File: config.mk
export PLATFORM = sky130hd
export DESIGN_NAME = vx_lane_reduce_unit
export DESIGN_NICKNAME = d
export VERILOG_FILES = /design/src/rtl/vx_lane_reduce_unit.sv
export SDC_FILE = /design/constraint.sdc
export NUM_CORES = 1
export LEC_CHECK = 0
export BUFFER_PORTS_ARGS = -buffer_cell sky130_fd_sc_hd__buf_2
export CORE_MARGIN = 4
export CORE_UTILIZATION = 47
export CTS_CLUSTER_SIZE = 40
export DETAILED_ROUTE_END_ITERATION = 8
export GPL_TIMING_DRIVEN = 0
export MAX_ROUTING_LAYER = met4
export PLACE_DENSITY = 0.75
export REMOVE_ABC_BUFFERS = 1
export SYNTH_ARGS = -nofsm -noshare
export SYNTH_HDL_FRONTEND = slang
export SYNTH_SLANG_ARGS = --single-unit
File: constraint.sdc
create_clock -name clk -period 7.5 [get_ports clk]
set_input_delay 0.75 -clock clk [delete_from_list [all_inputs] [get_ports clk]]
set_output_delay 0.75 -clock clk [all_outputs]
set_load 0.02 [all_outputs]
File: src/rtl/vx_lane_reduce_unit.sv
// Cross-lane reduction unit: folds rs1 of every active thread of a warp into one scalar commit.
// Optional feature: define VX_REDUCE_MINMAX_EN to enable MIN/MAX/MINU/MAXU (ops 4-7).

`ifndef XLEN
`define XLEN 32
`endif
`ifndef NUM_THREADS
`define NUM_THREADS 8
`endif
`ifndef UUID_WIDTH
`define UUID_WIDTH 44
`endif
`ifndef NW_WIDTH
`define NW_WIDTH 2
`endif
`ifndef NR_BITS
`define NR_BITS 5
`endif
`ifndef CLOG2
`define CLOG2(x) $clog2(x)
`endif
`ifndef UP
`define UP(x) (((x) != 0) ? (x) : 1)
`endif

module vx_lane_reduce_unit #(
    parameter int CORE_ID   = 0,
    parameter int NUM_LANES = 4,
    parameter int PID_WIDTH = `UP(`CLOG2(`NUM_THREADS / NUM_LANES))
) (
    input  logic                         clk,
    input  logic                         reset,

    input  logic                         in_valid,
    output logic                         in_ready,
    input  logic [`UUID_WIDTH-1:0]       in_uuid,
    input  logic [`NW_WIDTH-1:0]         in_wid,
    input  logic [NUM_LANES-1:0]         in_tmask,
    input  logic [`XLEN-1:0]             in_PC,
    input  logic [`NR_BITS-1:0]          in_rd,
    input  logic                         in_wb,
    input  logic [2:0]                   in_op,
    input  logic [NUM_LANES*`XLEN-1:0]   in_rs1_data,
    input  logic [PID_WIDTH-1:0]         in_pid,
    input  logic                         in_sop,
    input  logic                         in_eop,

    output logic                         out_valid,
    input  logic                         out_ready,
    output logic [`UUID_WIDTH-1:0]       out_uuid,
    output logic [`NW_WIDTH-1:0]         out_wid,
    output logic [NUM_LANES-1:0]         out_tmask,
    output logic [`XLEN-1:0]             out_PC,
    output logic [`NR_BITS-1:0]          out_rd,
    output logic                         out_wb,
    output logic [NUM_LANES*`XLEN-1:0]   out_data,
    output logic [PID_WIDTH-1:0]         out_pid,
    output logic                         out_sop,
    output logic                         out_eop
);

    localparam int XLEN  = `XLEN;
    localparam int CNT_W = `UP(`CLOG2(NUM_LANES));
    localparam logic [CNT_W-1:0] LAST_LANE = CNT_W'(NUM_LANES - 1);

    localparam logic [1:0] S_IDLE = 2'd0;
    localparam logic [1:0] S_SCAN = 2'd1;
    localparam logic [1:0] S_OUT  = 2'd2;

    localparam logic [2:0] OP_ADD  = 3'd0;
    localparam logic [2:0] OP_AND  = 3'd1;
    localparam logic [2:0] OP_OR   = 3'd2;
    localparam logic [2:0] OP_XOR  = 3'd3;
    localparam logic [2:0] OP_MIN  = 3'd4;
    localparam logic [2:0] OP_MAX  = 3'd5;
    localparam logic [2:0] OP_MINU = 3'd6;
    localparam logic [2:0] OP_MAXU = 3'd7;

    // Unsupported ops fall to the default arm, so their identity and fold are both zero.
    function automatic logic [XLEN-1:0] identityOf(input logic [2:0] op);
        case (op)
            OP_AND:  identityOf = '1;
`ifdef VX_REDUCE_MINMAX_EN
            OP_MINU: identityOf = '1;
            OP_MIN:  identityOf = {1'b0, {(XLEN-1){1'b1}}};
            OP_MAX:  identityOf = {1'b1, {(XLEN-1){1'b0}}};
`endif
            default: identityOf = '0;
        endcase
    endfunction

    function automatic logic [XLEN-1:0] combine(input logic [2:0] op,
                                                input logic [XLEN-1:0] acc,
                                                input logic [XLEN-1:0] lane);
        case (op)
            OP_ADD:  combine = acc + lane;
            OP_AND:  combine = acc & lane;
            OP_OR:   combine = acc | lane;
            OP_XOR:  combine = acc ^ lane;
`ifdef VX_REDUCE_MINMAX_EN
            OP_MIN:  combine = ($signed(lane) < $signed(acc)) ? lane : acc;
            OP_MAX:  combine = ($signed(lane) > $signed(acc)) ? lane : acc;
            OP_MINU: combine = (lane < acc) ? lane : acc;
            OP_MAXU: combine = (lane > acc) ? lane : acc;
`endif
            default: combine = '0;
        endcase
    endfunction

    logic [1:0]                 r_state;
    logic [CNT_W-1:0]           r_counter;
    logic [NUM_LANES*XLEN-1:0]  r_lanes;
    logic [NUM_LANES-1:0]       r_pkt_tmask;
    logic                       r_eop;
    logic                       r_open;
    logic [XLEN-1:0]            r_acc;
    logic [2:0]                 r_op;
    logic [`UUID_WIDTH-1:0]     r_uuid;
    logic [`NW_WIDTH-1:0]       r_wid;
    logic [NUM_LANES-1:0]       r_tmask;
    logic [XLEN-1:0]            r_PC;
    logic [`NR_BITS-1:0]        r_rd;
    logic                       r_wb;

    logic [XLEN-1:0]            w_lane;
    logic [XLEN-1:0]            w_next_acc;
    logic                       w_unused_pid;

    assign w_lane       = r_lanes[int'(r_counter)*XLEN +: XLEN];
    assign w_next_acc   = combine(r_op, r_acc, w_lane);
    assign w_unused_pid = ^in_pid;

    always_ff @(posedge clk or posedge reset) begin
        if (reset) begin
            r_state     <= S_IDLE;
            r_counter   <= '0;
            r_lanes     <= '0;
            r_pkt_tmask <= '0;
            r_eop       <= 1'b0;
            r_open      <= 1'b0;
            r_acc       <= '0;
            r_op        <= '0;
            r_uuid      <= '0;
            r_wid       <= '0;
            r_tmask     <= '0;
            r_PC        <= '0;
            r_rd        <= '0;
            r_wb        <= 1'b0;
        end else begin
            case (r_state)
                S_IDLE: begin
                    if (in_valid) begin
                        r_lanes     <= in_rs1_data;
                        r_pkt_tmask <= in_tmask;
                        r_eop       <= in_eop;
                        r_counter   <= '0;
                        r_open      <= !in_eop;
                        r_state     <= S_SCAN;
                        // A stray non-sop packet with no open warp is handled as a fresh warp.
                        if (in_sop || !r_open) begin
                            r_acc   <= identityOf(in_op);
                            r_op    <= in_op;
                            r_uuid  <= in_uuid;
                            r_wid   <= in_wid;
                            r_tmask <= in_tmask;
                            r_PC    <= in_PC;
                            r_rd    <= in_rd;
                            r_wb    <= in_wb;
                        end
                    end
                end
                S_SCAN: begin
                    if (r_pkt_tmask[r_counter]) begin
                        r_acc <= w_next_acc;
                    end
                    r_counter <= r_counter + 1'b1;
                    if (r_counter == LAST_LANE) begin
                        r_state <= r_eop ? S_OUT : S_IDLE;
                    end
                end
                S_OUT: begin
                    if (out_ready) begin
                        r_state <= S_IDLE;
                    end
                end
                default: r_state <= S_IDLE;
            endcase
        end
    end

    assign in_ready  = (r_state == S_IDLE);
    assign out_valid = (r_state == S_OUT);
    assign out_uuid  = r_uuid;
    assign out_wid   = r_wid;
    assign out_tmask = r_tmask;
    assign out_PC    = r_PC;
    assign out_rd    = r_rd;
    assign out_wb    = r_wb;
    assign out_data  = {NUM_LANES{r_acc}};
    assign out_pid   = '0;
    assign out_sop   = 1'b1;
    assign out_eop   = 1'b1;

`ifndef SYNTHESIS
    always_ff @(posedge clk) begin
        if (!reset && in_valid && in_ready) begin
            if (!in_sop && !r_open)
                $warning("[vx_lane_reduce_unit%0d] RUNTIME_ASSERT: non-sop packet with no open warp (wid=%0d)", CORE_ID, in_wid);
            if (in_sop && r_open)
                $warning("[vx_lane_reduce_unit%0d] RUNTIME_ASSERT: sop while warp open, restarting (wid=%0d)", CORE_ID, in_wid);
`ifndef VX_REDUCE_MINMAX_EN
            if (in_op[2])
                $warning("[vx_lane_reduce_unit%0d] RUNTIME_ASSERT: reduce op %0d not enabled (wid=%0d)", CORE_ID, in_op, in_wid);
`endif
        end
    end
`endif

endmodule

==> summary.md <==
| Metric | Value |
|---|---|
| Status | complete, no violations |
| Synth warn | 0 |
| Detail Placement HPWL | 29.5 mm |
| Routed len/inst | 19.7 µm |
| DR iter-0 viols | 569 |
| Final hold viol count | 0 |
| Max stage delay on crit path | 0.81 ns |
| Die X | 185 µm |
| CTS tree | yes |
| RR Endpoint | r_acc[30] |
| Worst-path fanout max | 19 |
| Layout Skew | 0.0134 ns |
| Netlist cell types | 66 |
| Mapped Cells | 1266 |
| Final setup violation count | 0 |
| Via-per-instance ratio | 5.35 |
| Post-route ant nets | 0 |
| Core Footprint | 30800 µm² |
| Setup slack after layout | 3.59 ns |
| CTS Hold Bufs | 0 |
| Total track usage | 23.0% |
| Post-synth top flop | dfrtp_1 |
| Die Ht | 185 µm |
| Area contributors post-synth | dfrtp_1 44%, mux2_2 19%, mux4_2 5.9%, ha_1 5.9%, buf_4 5.2% |
| Max Freq | 256 MHz |
| IO Count | 447 |
| Layout cell share with drive strength beyond 1 | 50.6% |
| Grt ovf | 0 |
| Reg2Reg Depth | 13 |
| DIE AREA | 34300 µm² |
| Final Max Tran Viols | 0 |
| Delay-heaviest family, CP | compound AO/OA/AOI/OAI gates |
| Synth top area share | 44.2% |
| Vias in the first global route | 11200 |
| Routed WL | 39.5 mm |
| Post-Place Cell Area | 16700 µm² |
| Detailed-route DRC error count | 0 |
| Setup Buffers After CTS | 0 |
| Final period utilization | 52.2% |
| Syn-to-layout area delta | 20.0% |
| Fill cell count | 2629 |
| Final design utilization | 57.5% |
| Syn avg cell area | 11.7 µm² |
| EDFF count, synth | 0 |
| Initial Utilization | 47.9% |
| Root buffer cell | clkbuf_16 |
| Final net count | 1882 |
| Port bufs | 442 |
| Arrival @ worst endpoint | 4.35 ns |
| CTS sink cnt | 261 |
| Worst Tran Pin Value | 1.04 ns |
| Design area | 17700 µm² |
| Max cap viols | 0 |
| RSZ-0062 raised after global routing | false |
| CTS Buffer Depth | 3 |
| TritonCTS buffer count | 29 |
| Worst-path cell chain | buf_12, mux4_2, ha_1, inv_1, fa_1, nand2b_1, a21o_1, a211o_1, a31oi_2, a21oi_1, o21ai_1, mux2i_1, o21ai_0 |
| Hold Slack | 0.345 ns |
| Critical Path Slowest Stage Cell | dfrtp_2 |
| CTS resizes | 0 |
| Largest net degree at the start of global routing | 123 |
| Initial antenna violation count | 2 |
| DR pass1 iterations | 5 |
| Critical Path Start Type | flip-flop |
| Crit Path Category | flip-flop to flip-flop |
| H-tree Lvls | 1 |
| Via count | 10700 |
| R2R setup slack | 3.59 ns |
| Gp weighted congestion | 0.911 |
| R2r startpoint | r_counter[0] |
| Final min period | 3.91 ns |
| Async set-reset flop share out of synthesis | 100% |
| Pre-CTS setup slack | 3.60 ns |
| Critical Path RT | 7.94 ns |
| Sequential fraction of the synthesis area | 44.2% |
| WP buf/inv | 2 |
| Hold WC Path Type | input pin to asynchronous set/reset pin |
| Max-slew headroom | 30.4% |
| First-pass GRT wire length | 61.0 mm |
| FF+latch count, synth | 261 |
| Mapped cell area | 14800 µm² |
| Yosys top cell by area | dfrtp_1 |
| Clock transition at the registers of the reported paths | 0.06 ns |
| Num rows | 64 |
| Worst setup EP type | flip-flop |
| Clock Latency Late Sink | 0.57 ns |
placed cells by master, fill, tap and decap left out, types with 5 or more instances in the layout:
cell / n
a21o_1: 16
a21oi_1: 75
a221oi_1: 6
a31oi_1: 17
buf_12: 5
buf_2: 442
clkbuf_1: 8
clkbuf_16: 29
clkbuf_8: 7
clkinv_2: 5
dfrtp_1: 257
ha_1: 70
inv_1: 79
mux2_2: 244
mux4_2: 39
nand2_1: 48
nand2b_1: 10
nand3_1: 8
nand4_1: 8
nor2_1: 55
nor3_1: 5
o211ai_1: 6
o21ai_0: 42
o21ai_1: 5
xnor2_1: 16
xor2_1: 7
worst reg2reg max path, stage by stage, from the launching register on:
cell and delay, ns:
dfrtp_2 0.81, buf_12 0.29, mux4_2 0.32, ha_1 0.17
inv_1 0.06, fa_1 0.37, nand2b_1 0.19, a21o_1 0.20
a211o_1 0.34, a31oi_2 0.33, a21oi_1 0.20, o21ai_1 0.21
mux2i_1 0.20, o21ai_0 0.10
logic make-up after synthesis:
kind of cell    Yosys count  share of synthesized area [%]
other cells               2                         0.0508
compound gates          205                           8.82
flops                   261                           44.2
xor+xnor                 23                           1.36
mux                     287                           24.8
fa+ha+maj                71                           6.06
simple gates            169                           5.55
buf+inv                 248                           9.14
layout make-up:
type / count / area (µm²) / area share (%)
clock inverter: 10 / 144 / 0.812
multi-input combinational: 758 / 6930 / 39.1
tap: 396 / 495 / 2.80
timing repair buffer: 454 / 2460 / 13.9
sequential: 261 / 6540 / 36.9
antenna: 2 / 5.00 / 0.0282
inverter: 81 / 312 / 1.76
clock buffer: 44 / 852 / 4.81
sequential cells by signal (all words and copies together) (netlist names), 3 cells and up:
name,count
out_tmask,4
r_lanes,128
out_rd,5
out_uuid,44
r_op,3
r_pkt_tmask,4
r_acc,32
out_PC,32
worst max path at each step:
stage | startpoint | cells past startpoint | slack, ns | end
6_report | r_counter[0] | 13 | 3.59 | r_acc[30]
5_1_grt | r_counter[0] | 13 | 3.29 | r_acc[30]
4_1_cts | r_counter[0] | 13 | 3.55 | r_acc[30]
3_5_place_dp | r_counter[0] | 13 | 3.60 | r_acc[30]
3_3_place_gp | reset | 2 | -3.49 | r_lanes[36]
2_1_floorplan | reset | 1 | -0.43 | out_PC[0]
metrics by stage:
step	cells	setup TNS (ns)
after global routing	2006	0
after CTS	2003	0
after global placement	1938	-1317.87
after floorplan	1100	-138.82
after detailed placement	1949	0
final	2006	0
Yosys cell counts, drive strengths merged (3+ instances only):
| master | number |
|---|---|
| a211o | 4 |
| a211oi | 3 |
| a21o | 16 |
| a21oi | 76 |
| a221oi | 6 |
| a31oi | 18 |
| and2 | 6 |
| and3 | 5 |
| and4 | 4 |
| buf | 132 |
| clkbuf | 35 |
| dfrtp | 261 |
| ha | 70 |
| inv | 81 |
| mux2 | 244 |
| mux2i | 4 |
| mux4 | 39 |
| nand2 | 49 |
| nand2b | 10 |
| nand3 | 8 |
| nand4 | 8 |
| nor2 | 57 |
| nor2b | 4 |
| nor3 | 7 |
| nor3b | 3 |
| o211ai | 8 |
| o21a | 4 |
| o21ai | 48 |
| o21bai | 3 |
| o31ai | 3 |
| xnor2 | 16 |
| xor2 | 7 |
layer usage:
layer	part of all wire, %	vias up	GRT usage (%)
met5	0	-	-
met4	3.0	0	6.14
met3	6.5	72	4.46
met2	51	403	40.6
met1	39	5242	26.9
li1	-	5009	-
Power is not shown: default switching activity piles up to over one toggle a cycle in this logic, so the estimate is an artifact.
